`config.mk`:
```
export PLATFORM = sky130hd
export DESIGN_NAME = fetch_ctrl_flat
export DESIGN_NICKNAME = d
export VERILOG_FILES = /design/src/rtl/fetch_pkg.sv /design/src/rtl/fetch_ctrl_if.sv /design/src/rtl/fetch_wdog.sv /design/src/rtl/fetch_ctrl.sv /design/src/flat_wrapper.sv
export SDC_FILE = /design/constraint.sdc
export NUM_CORES = 1
export LEC_CHECK = 0
export ABC_AREA = 1
export CAP_MARGIN = 20
export CELL_PAD_IN_SITES_DETAIL_PLACEMENT = 2
export CELL_PAD_IN_SITES_GLOBAL_PLACEMENT = 2
export CORE_ASPECT_RATIO = 1.5
export CORE_MARGIN = 2
export CORE_UTILIZATION = 28
export DETAILED_ROUTE_END_ITERATION = 10
export MAX_ROUTING_LAYER = met4
export PLACE_DENSITY = 0.86
export RECOVER_POWER = 50
export REMOVE_ABC_BUFFERS = 1
export SYNTH_ARGS = -nofsm -noshare
export SYNTH_HDL_FRONTEND = slang
export SYNTH_SLANG_ARGS = --single-unit
```
`constraint.sdc`:
```
create_clock -name clk -period 5.48 [get_ports clk]
set_input_delay 1.096 -clock clk [delete_from_list [all_inputs] [get_ports clk]]
set_output_delay 1.096 -clock clk [all_outputs]
set_load 0.02 [all_outputs]
```
`src/rtl/fetch_pkg.sv`:
```
// Shared types and constants for the fetch controller.
// State encoding, fault causes and PC arithmetic widths.
package fetch_pkg;

  localparam int XLEN = 32;
  localparam logic [XLEN-1:0] PC_STEP = 32'd4;

  localparam logic [1:0] CAUSE_NONE     = 2'd0;
  localparam logic [1:0] CAUSE_MISALIGN = 2'd1;
  localparam logic [1:0] CAUSE_TIMEOUT  = 2'd2;

  typedef enum logic [2:0] {
    IDLE,
    REQ,
    WAIT,
    HOLD,
    FAULT
  } state_t;

  function automatic logic misaligned(
    input logic [XLEN-1:0] a
  );
    return a[1:0] != 2'b00;
  endfunction

endpackage

```
`src/rtl/fetch_ctrl_if.sv`:
```
// Fetch controller bundle: redirect, imem and decode handshakes.
// master = controller side, slave = core/memory side.
interface fetch_ctrl_if;
  import fetch_pkg::*;

  logic            redirect_valid;
  logic [XLEN-1:0] redirect_pc;
  logic            imem_req_valid;
  logic            imem_req_ready;
  logic [XLEN-1:0] imem_addr;
  logic            imem_rsp_valid;
  logic [XLEN-1:0] imem_rsp_data;
  logic            inst_valid;
  logic            inst_ready;
  logic [XLEN-1:0] inst_data;
  logic [XLEN-1:0] inst_pc;
  logic            fault;
  logic [1:0]      fault_cause;
  logic            fault_clear;

  modport master (
    input  redirect_valid,
    input  redirect_pc,
    output imem_req_valid,
    input  imem_req_ready,
    output imem_addr,
    input  imem_rsp_valid,
    input  imem_rsp_data,
    output inst_valid,
    input  inst_ready,
    output inst_data,
    output inst_pc,
    output fault,
    output fault_cause,
    input  fault_clear
  );

  modport slave (
    output redirect_valid,
    output redirect_pc,
    input  imem_req_valid,
    output imem_req_ready,
    input  imem_addr,
    output imem_rsp_valid,
    output imem_rsp_data,
    input  inst_valid,
    output inst_ready,
    input  inst_data,
    input  inst_pc,
    input  fault,
    input  fault_cause,
    output fault_clear
  );

endinterface

```
`src/rtl/fetch_wdog.sv`:
```
// Response watchdog: counts cycles spent waiting on imem.
// expired fires on the MAX_WAIT-th waiting cycle.
module fetch_wdog #(
  parameter int MAX_WAIT = 15
) (
  input  logic clk,
  input  logic rst,
  input  logic clr,
  input  logic en,
  output logic expired
);

  logic [7:0] cnt;

  always_ff @(posedge clk or posedge rst) begin
    if (rst) begin
      cnt <= '0;
    end else if (clr) begin
      cnt <= '0;
    end else if (en) begin
      cnt <= cnt + 8'd1;
    end
  end

  // Compare against MAX_WAIT-1 so the fault lands exactly MAX_WAIT cycles in.
  assign expired = en && (cnt == 8'(MAX_WAIT - 1));

endmodule

```
`src/rtl/fetch_ctrl.sv`:
```
// PC sequencing and single-outstanding instruction fetch.
// Handles redirects, decode stalls, misalignment and timeouts.
module fetch_ctrl
  import fetch_pkg::*;
#(
  parameter logic [31:0] RESET_VEC = 32'h0000_0000,
  parameter int          MAX_WAIT  = 15
) (
  input logic         clk,
  input logic         rst,
  fetch_ctrl_if.master bus
);

  state_t          state;
  state_t          state_d;
  logic [XLEN-1:0] pc;
  logic [XLEN-1:0] pc_d;
  logic [XLEN-1:0] data_q;
  logic [XLEN-1:0] data_d;
  logic [XLEN-1:0] ipc_q;
  logic [XLEN-1:0] ipc_d;
  logic            drop;
  logic            drop_d;
  logic [1:0]      cause;
  logic [1:0]      cause_d;
  logic            expired;
  logic            redir;
  logic            redir_ok;
  logic            redir_bad;
  logic            accept;

  assign redir     = bus.redirect_valid && (state != FAULT);
  assign redir_bad = redir && misaligned(bus.redirect_pc);
  assign redir_ok  = redir && !misaligned(bus.redirect_pc);
  assign accept    = (state == REQ) && bus.imem_req_ready;

  fetch_wdog #(
    .MAX_WAIT(MAX_WAIT)
  ) u_wdog (
    .clk     (clk),
    .rst     (rst),
    .clr     (state != WAIT),
    .en      (state == WAIT),
    .expired (expired)
  );

  always_ff @(posedge clk or posedge rst) begin
    if (rst) begin
      state  <= IDLE;
      pc     <= RESET_VEC;
      data_q <= '0;
      ipc_q  <= '0;
      drop   <= 1'b0;
      cause  <= CAUSE_NONE;
    end else begin
      state  <= state_d;
      pc     <= pc_d;
      data_q <= data_d;
      ipc_q  <= ipc_d;
      drop   <= drop_d;
      cause  <= cause_d;
    end
  end

  always_comb begin
    state_d = state;
    pc_d    = pc;
    data_d  = data_q;
    ipc_d   = ipc_q;
    drop_d  = drop;
    cause_d = cause;
    unique case (state)
      IDLE: begin
        state_d = REQ;
        if (redir_ok) pc_d = bus.redirect_pc;
      end
      REQ: begin
        if (redir_ok) pc_d = bus.redirect_pc;
        if (accept) begin
          state_d = WAIT;
          drop_d  = redir_ok;
        end
      end
      WAIT: begin
        if (redir_ok) begin
          pc_d   = bus.redirect_pc;
          drop_d = 1'b1;
        end
        // A same-cycle redirect discards the response too.
        if (bus.imem_rsp_valid) begin
          if (drop || redir_ok) begin
            drop_d  = 1'b0;
            state_d = REQ;
          end else begin
            data_d  = bus.imem_rsp_data;
            ipc_d   = pc;
            pc_d    = pc + PC_STEP;
            state_d = HOLD;
          end
        end else if (expired) begin
          state_d = FAULT;
          cause_d = CAUSE_TIMEOUT;
        end
      end
      HOLD: begin
        if (redir_ok) begin
          pc_d    = bus.redirect_pc;
          state_d = REQ;
        end else if (bus.inst_ready) begin
          state_d = REQ;
        end
      end
      FAULT: begin
        drop_d = 1'b0;
        if (bus.fault_clear) begin
          state_d = REQ;
          cause_d = CAUSE_NONE;
        end
      end
      default: state_d = IDLE;
    endcase
    if (redir_bad) begin
      state_d = FAULT;
      cause_d = CAUSE_MISALIGN;
      pc_d    = pc;
      data_d  = data_q;
      ipc_d   = ipc_q;
      drop_d  = 1'b0;
    end
  end

  assign bus.imem_req_valid = (state == REQ);
  assign bus.imem_addr      = pc;
  assign bus.inst_valid     = (state == HOLD);
  assign bus.inst_data      = data_q;
  assign bus.inst_pc        = ipc_q;
  assign bus.fault          = (state == FAULT);
  assign bus.fault_cause    = cause;

endmodule

```
`src/flat_wrapper.sv`:
```
// flat-port wrapper written by rule: the top's interface ports become plain ports
module fetch_ctrl_flat import fetch_pkg::*;
#(
  parameter logic [31:0] RESET_VEC = 32'h0000_0000,
  parameter int          MAX_WAIT  = 15
)
  (clk, rst, bus_redirect_valid, bus_redirect_pc, bus_imem_req_valid, bus_imem_req_ready, bus_imem_addr, bus_imem_rsp_valid, bus_imem_rsp_data, bus_inst_valid, bus_inst_ready, bus_inst_data, bus_inst_pc, bus_fault, bus_fault_cause, bus_fault_clear);
  fetch_ctrl_if bus_i ();
  input logic clk;
  input logic rst;
  input wire logic [$bits(bus_i.redirect_valid)-1:0] bus_redirect_valid;
  input wire logic [$bits(bus_i.redirect_pc)-1:0] bus_redirect_pc;
  output wire logic [$bits(bus_i.imem_req_valid)-1:0] bus_imem_req_valid;
  input wire logic [$bits(bus_i.imem_req_ready)-1:0] bus_imem_req_ready;
  output wire logic [$bits(bus_i.imem_addr)-1:0] bus_imem_addr;
  input wire logic [$bits(bus_i.imem_rsp_valid)-1:0] bus_imem_rsp_valid;
  input wire logic [$bits(bus_i.imem_rsp_data)-1:0] bus_imem_rsp_data;
  output wire logic [$bits(bus_i.inst_valid)-1:0] bus_inst_valid;
  input wire logic [$bits(bus_i.inst_ready)-1:0] bus_inst_ready;
  output wire logic [$bits(bus_i.inst_data)-1:0] bus_inst_data;
  output wire logic [$bits(bus_i.inst_pc)-1:0] bus_inst_pc;
  output wire logic [$bits(bus_i.fault)-1:0] bus_fault;
  output wire logic [$bits(bus_i.fault_cause)-1:0] bus_fault_cause;
  input wire logic [$bits(bus_i.fault_clear)-1:0] bus_fault_clear;
  assign bus_i.redirect_valid = bus_redirect_valid;
  assign bus_i.redirect_pc = bus_redirect_pc;
  assign bus_imem_req_valid = bus_i.imem_req_valid;
  assign bus_i.imem_req_ready = bus_imem_req_ready;
  assign bus_imem_addr = bus_i.imem_addr;
  assign bus_i.imem_rsp_valid = bus_imem_rsp_valid;
  assign bus_i.imem_rsp_data = bus_imem_rsp_data;
  assign bus_inst_valid = bus_i.inst_valid;
  assign bus_i.inst_ready = bus_inst_ready;
  assign bus_inst_data = bus_i.inst_data;
  assign bus_inst_pc = bus_i.inst_pc;
  assign bus_fault = bus_i.fault;
  assign bus_fault_cause = bus_i.fault_cause;
  assign bus_i.fault_clear = bus_fault_clear;
  fetch_ctrl #(.RESET_VEC(RESET_VEC), .MAX_WAIT(MAX_WAIT)) u_core (.clk(clk), .rst(rst), .bus(bus_i));
endmodule
```
==> flow_summary.yaml <==
critical_path:
  worstReg2RegStart: "u_core.state[1]"
  critical_path_peak_fanout: 45
  r2r_cells: 11
  path_buf_inv: 3
  cp_cell_sequence: "dlygate4sd3_1 > clkinvlp_2 > clkbuf_1"
  cp-end-kind: "async pin"
  critPathLaunchType: "input port"
  reg2reg_to: "u_core.bus.inst_data[26]"
  rrSetupSlack_ps: 2520
  max_stage_delay_ps: 1200
  arrival_ps: 4060
  critPathTopFamily: "buffers and inverters"
  crit_type: "input port to async pin"
  slowest_stage: "clkbuf_1"
  worstPathRequired_ps: 5690
floorplan:
  num_io_pins: 172
  die_area_um2: 21400
  core_um2: 19800
  start_util_pct: 28.6
  die_y_um: 178
  core.rowCount: 63
  die_width_um: 120
sta:
  rsz0062_at_grt: "false"
  hold_violations: 0
  fmax_mhz: 259
  tns_ps: 0
  finalMaxSlewViolations: 73
  slew_headroom_pct: -37.7
  finClkSkew_ps: 9.62
  worst_pin_slew_ps: 2050
  period_needed_ps: 3850
  setup-violations-final: 0
  post-route-period-util_pct: 70.3
worst_hold_path:
  hold_class: "flop to flop"
  holdPathStages: 2
  hp-start: "u_core.bus.inst_data[29]"
  whs_endpoint: "u_core.bus.inst_data[29]"
cts:
  cts-hold-fix-buffers: 0
  cts_made_buffers: 9
  clockRootBuffer: "clkbuf_16"
  path_clk_slew_ps: 80
  cts_buffer_depth: 2
  htree_levels: 3
  cts_tree: "built"
  cts_resized: 0
  clock_sinks: 110
  clock_latency_ps: 370
  cts.repair_timing.setup_buffer_count: 0
final_layout:
  nFillCells: 2350
  fin_nets: 1018
  antenna_cells: 0
  layout-drive-gt1-share_pct: 4.11
  syn2layout_area_growth_pct: 39.5
synthesis:
  synth_area_per_cell_um2: 7.25
  ys_warn_count: 0
  syn_inst: 781
  syn_area_um2: 5660
  ys_seq_elements: 110
  yosysSeqAreaShare_pct: 48.6
  synth_cell_types: 30
detailed_routing:
  drt_iter0_drc: 180
  wl_per_cell_um: 18.0
  ant_nets: 0
  dr.pass1.iters: 4
  wl_mm: 21.8
  vias_per_cell: 4.82
  num_vias: 5825
  drc: 0
run:
  maxCapViolations: 2
power:
  ir_drop_uv: 155
  p_per_area_nw_per_um2: 545
  static-leakage-power_nw: 3.76
  total_power_w: 0.00430
status:
  violations: "max-capacitance violations, max-slew violations"
  status: "finished, violations left"
placed_design:
  io_buffers: 171
  dp_hpwl_mm: 16.4
  place.gp.congestion: 0.817
grt:
  grt_pass1_wl_mm: 34.8
  grtUsageTotal_pct: 21.5
  grt_max_degree: 49
  grt_pass1_vias: 6511
  gr-total-overflow: 0
  antenna_found_initial: 0
## logic make-up (layout without fill, tap and decap cells)
logic type,count (synthesis),after routing,synth area share [%]
buffers and inverters,90,258,6.74
adders and majority gates,3,3,0.663
xor gates and xnor gates,5,5,0.774
DFF,110,110,48.6
and+or+nand+nor,505,505,37.0
AOI/OAI and AO/OA,68,68,6.15
## report_power, final
group	internal, W	total (W)	switching [W]
Sequential	0.00114	0.00145	0.000310
Combinational	0.000841	0.00214	0.00130
Clock	0.000367	0.000714	0.000347
Total	0.00234	0.00430	0.00196
## layout make-up
class	count	area (um^2)	share of cell area [%]
inverters	65	245	3.11
clock buffers	9	225	2.85
repair buffers	177	1750	22.2
well taps	260	325	4.12
flip-flops and latches	110	2750	34.9
clock inverters	7	90.1	1.14
multi-input cells	581	2510	31.8
## per-stage QoR
| step | cells | hold WS [ps] | setup slack, ps | area [um^2] | util [%] |
|---|---|---|---|---|---|
| final | 1209 | 470 | 1630 | 7900 | 39.9 |
| after detailed placement | 1193 | 459 | 1510 | 7610 | 38.5 |
| after CTS | 1209 | 480 | 1880 | 7920 | 40.0 |
| after global placement | 1193 | 454 | 1610 | 7610 | 38.5 |
| after global routing | 1209 | 497 | 1060 | 7900 | 39.9 |
| after floorplan | 756 | 455 | 1480 | 5520 | - |
## cell usage after synthesis (all sizes together)
library cell  instances  share of area (%)
xnor2                 1               0.15
a21oi                 8               0.71
nand4                12                1.3
dfrtp               110                 49
nor2                 77                5.4
nand3                62                5.7
nor3                  8               0.71
and3                  1               0.11
o21ai                57                5.0
clkbuf                2               0.13
or2                   5               0.55
ha                    3               0.66
xor2                  4               0.62
buf                  23                2.3
nand3b                1               0.13
o211ai                2               0.27
inv                  63                4.2
nor3b                 1               0.13
clkinv                2               0.13
nand2               338                 23
a21boi                1               0.13
## layout by cell type, fill, tap and decap left out, types with 2 or more instances in the layout
master             n
o21ai_0           30
nand2_1          332
nor3_1             8
a21oi_1            8
nand2_4            2
inv_1             57
inv_6              4
nor2_4             2
o21ai_1           27
dlygate4sd3_1     36
buf_4              4
o211ai_1           2
clkinv_1           3
nand4_1           12
nand3_1           62
xor2_1             4
clkdlybuf4s50_1  135
inv_2              4
dfrtp_1          110
or2_2              4
clkbuf_16          9
nand2_2            4
nor2_1            74
ha_1               3
## worst reg2reg max path, cell delays in order, from the launching register on
cell and delay [ps]:
dfrtp_1 480, nor2_4 70, nand2_4 110, nand3_1 310, nand2_2 230, inv_2 60
nand2_2 370, nor2_4 60, inv_2 600, buf_4 430, nand2_1 120, nand2_1 80
## sequential cells by signal (all words and copies together) (netlist names)
name and count:
u_core.bus.inst_pc 32, u_core.bus.imem_addr 32, u_core.state 3, u_core.bus.fault_cause 2, u_core.u_wdog.cnt 8, u_core.drop 1
u_core.bus.inst_data 32
## routing by layer
layer  vias up  part of all wire [%]  track usage, %
met1      2906                    39            23.0
met3        30                   3.2            3.16
met2       117                    56            40.6
met4         0                   2.1            6.62
met5         -                     0               -
li1       2772                     -               -
## worst max path at each step
stage,from,to,slack [ps],cells after the start
3_3_place_gp,bus_redirect_pc[0],u_core.bus.inst_pc[17],1610,11
6_report,rst,u_core.bus.imem_addr[7],1630,3
5_1_grt,rst,u_core.bus.imem_addr[7],1060,3
4_1_cts,bus_redirect_pc[0],u_core.bus.inst_data[1],1880,11
2_1_floorplan,rst,u_core.bus.fault_cause[0],1480,1
3_5_place_dp,bus_redirect_pc[0],u_core.bus.inst_data[1],1510,11
Note: power is estimated with default switching activity, not from simulation.
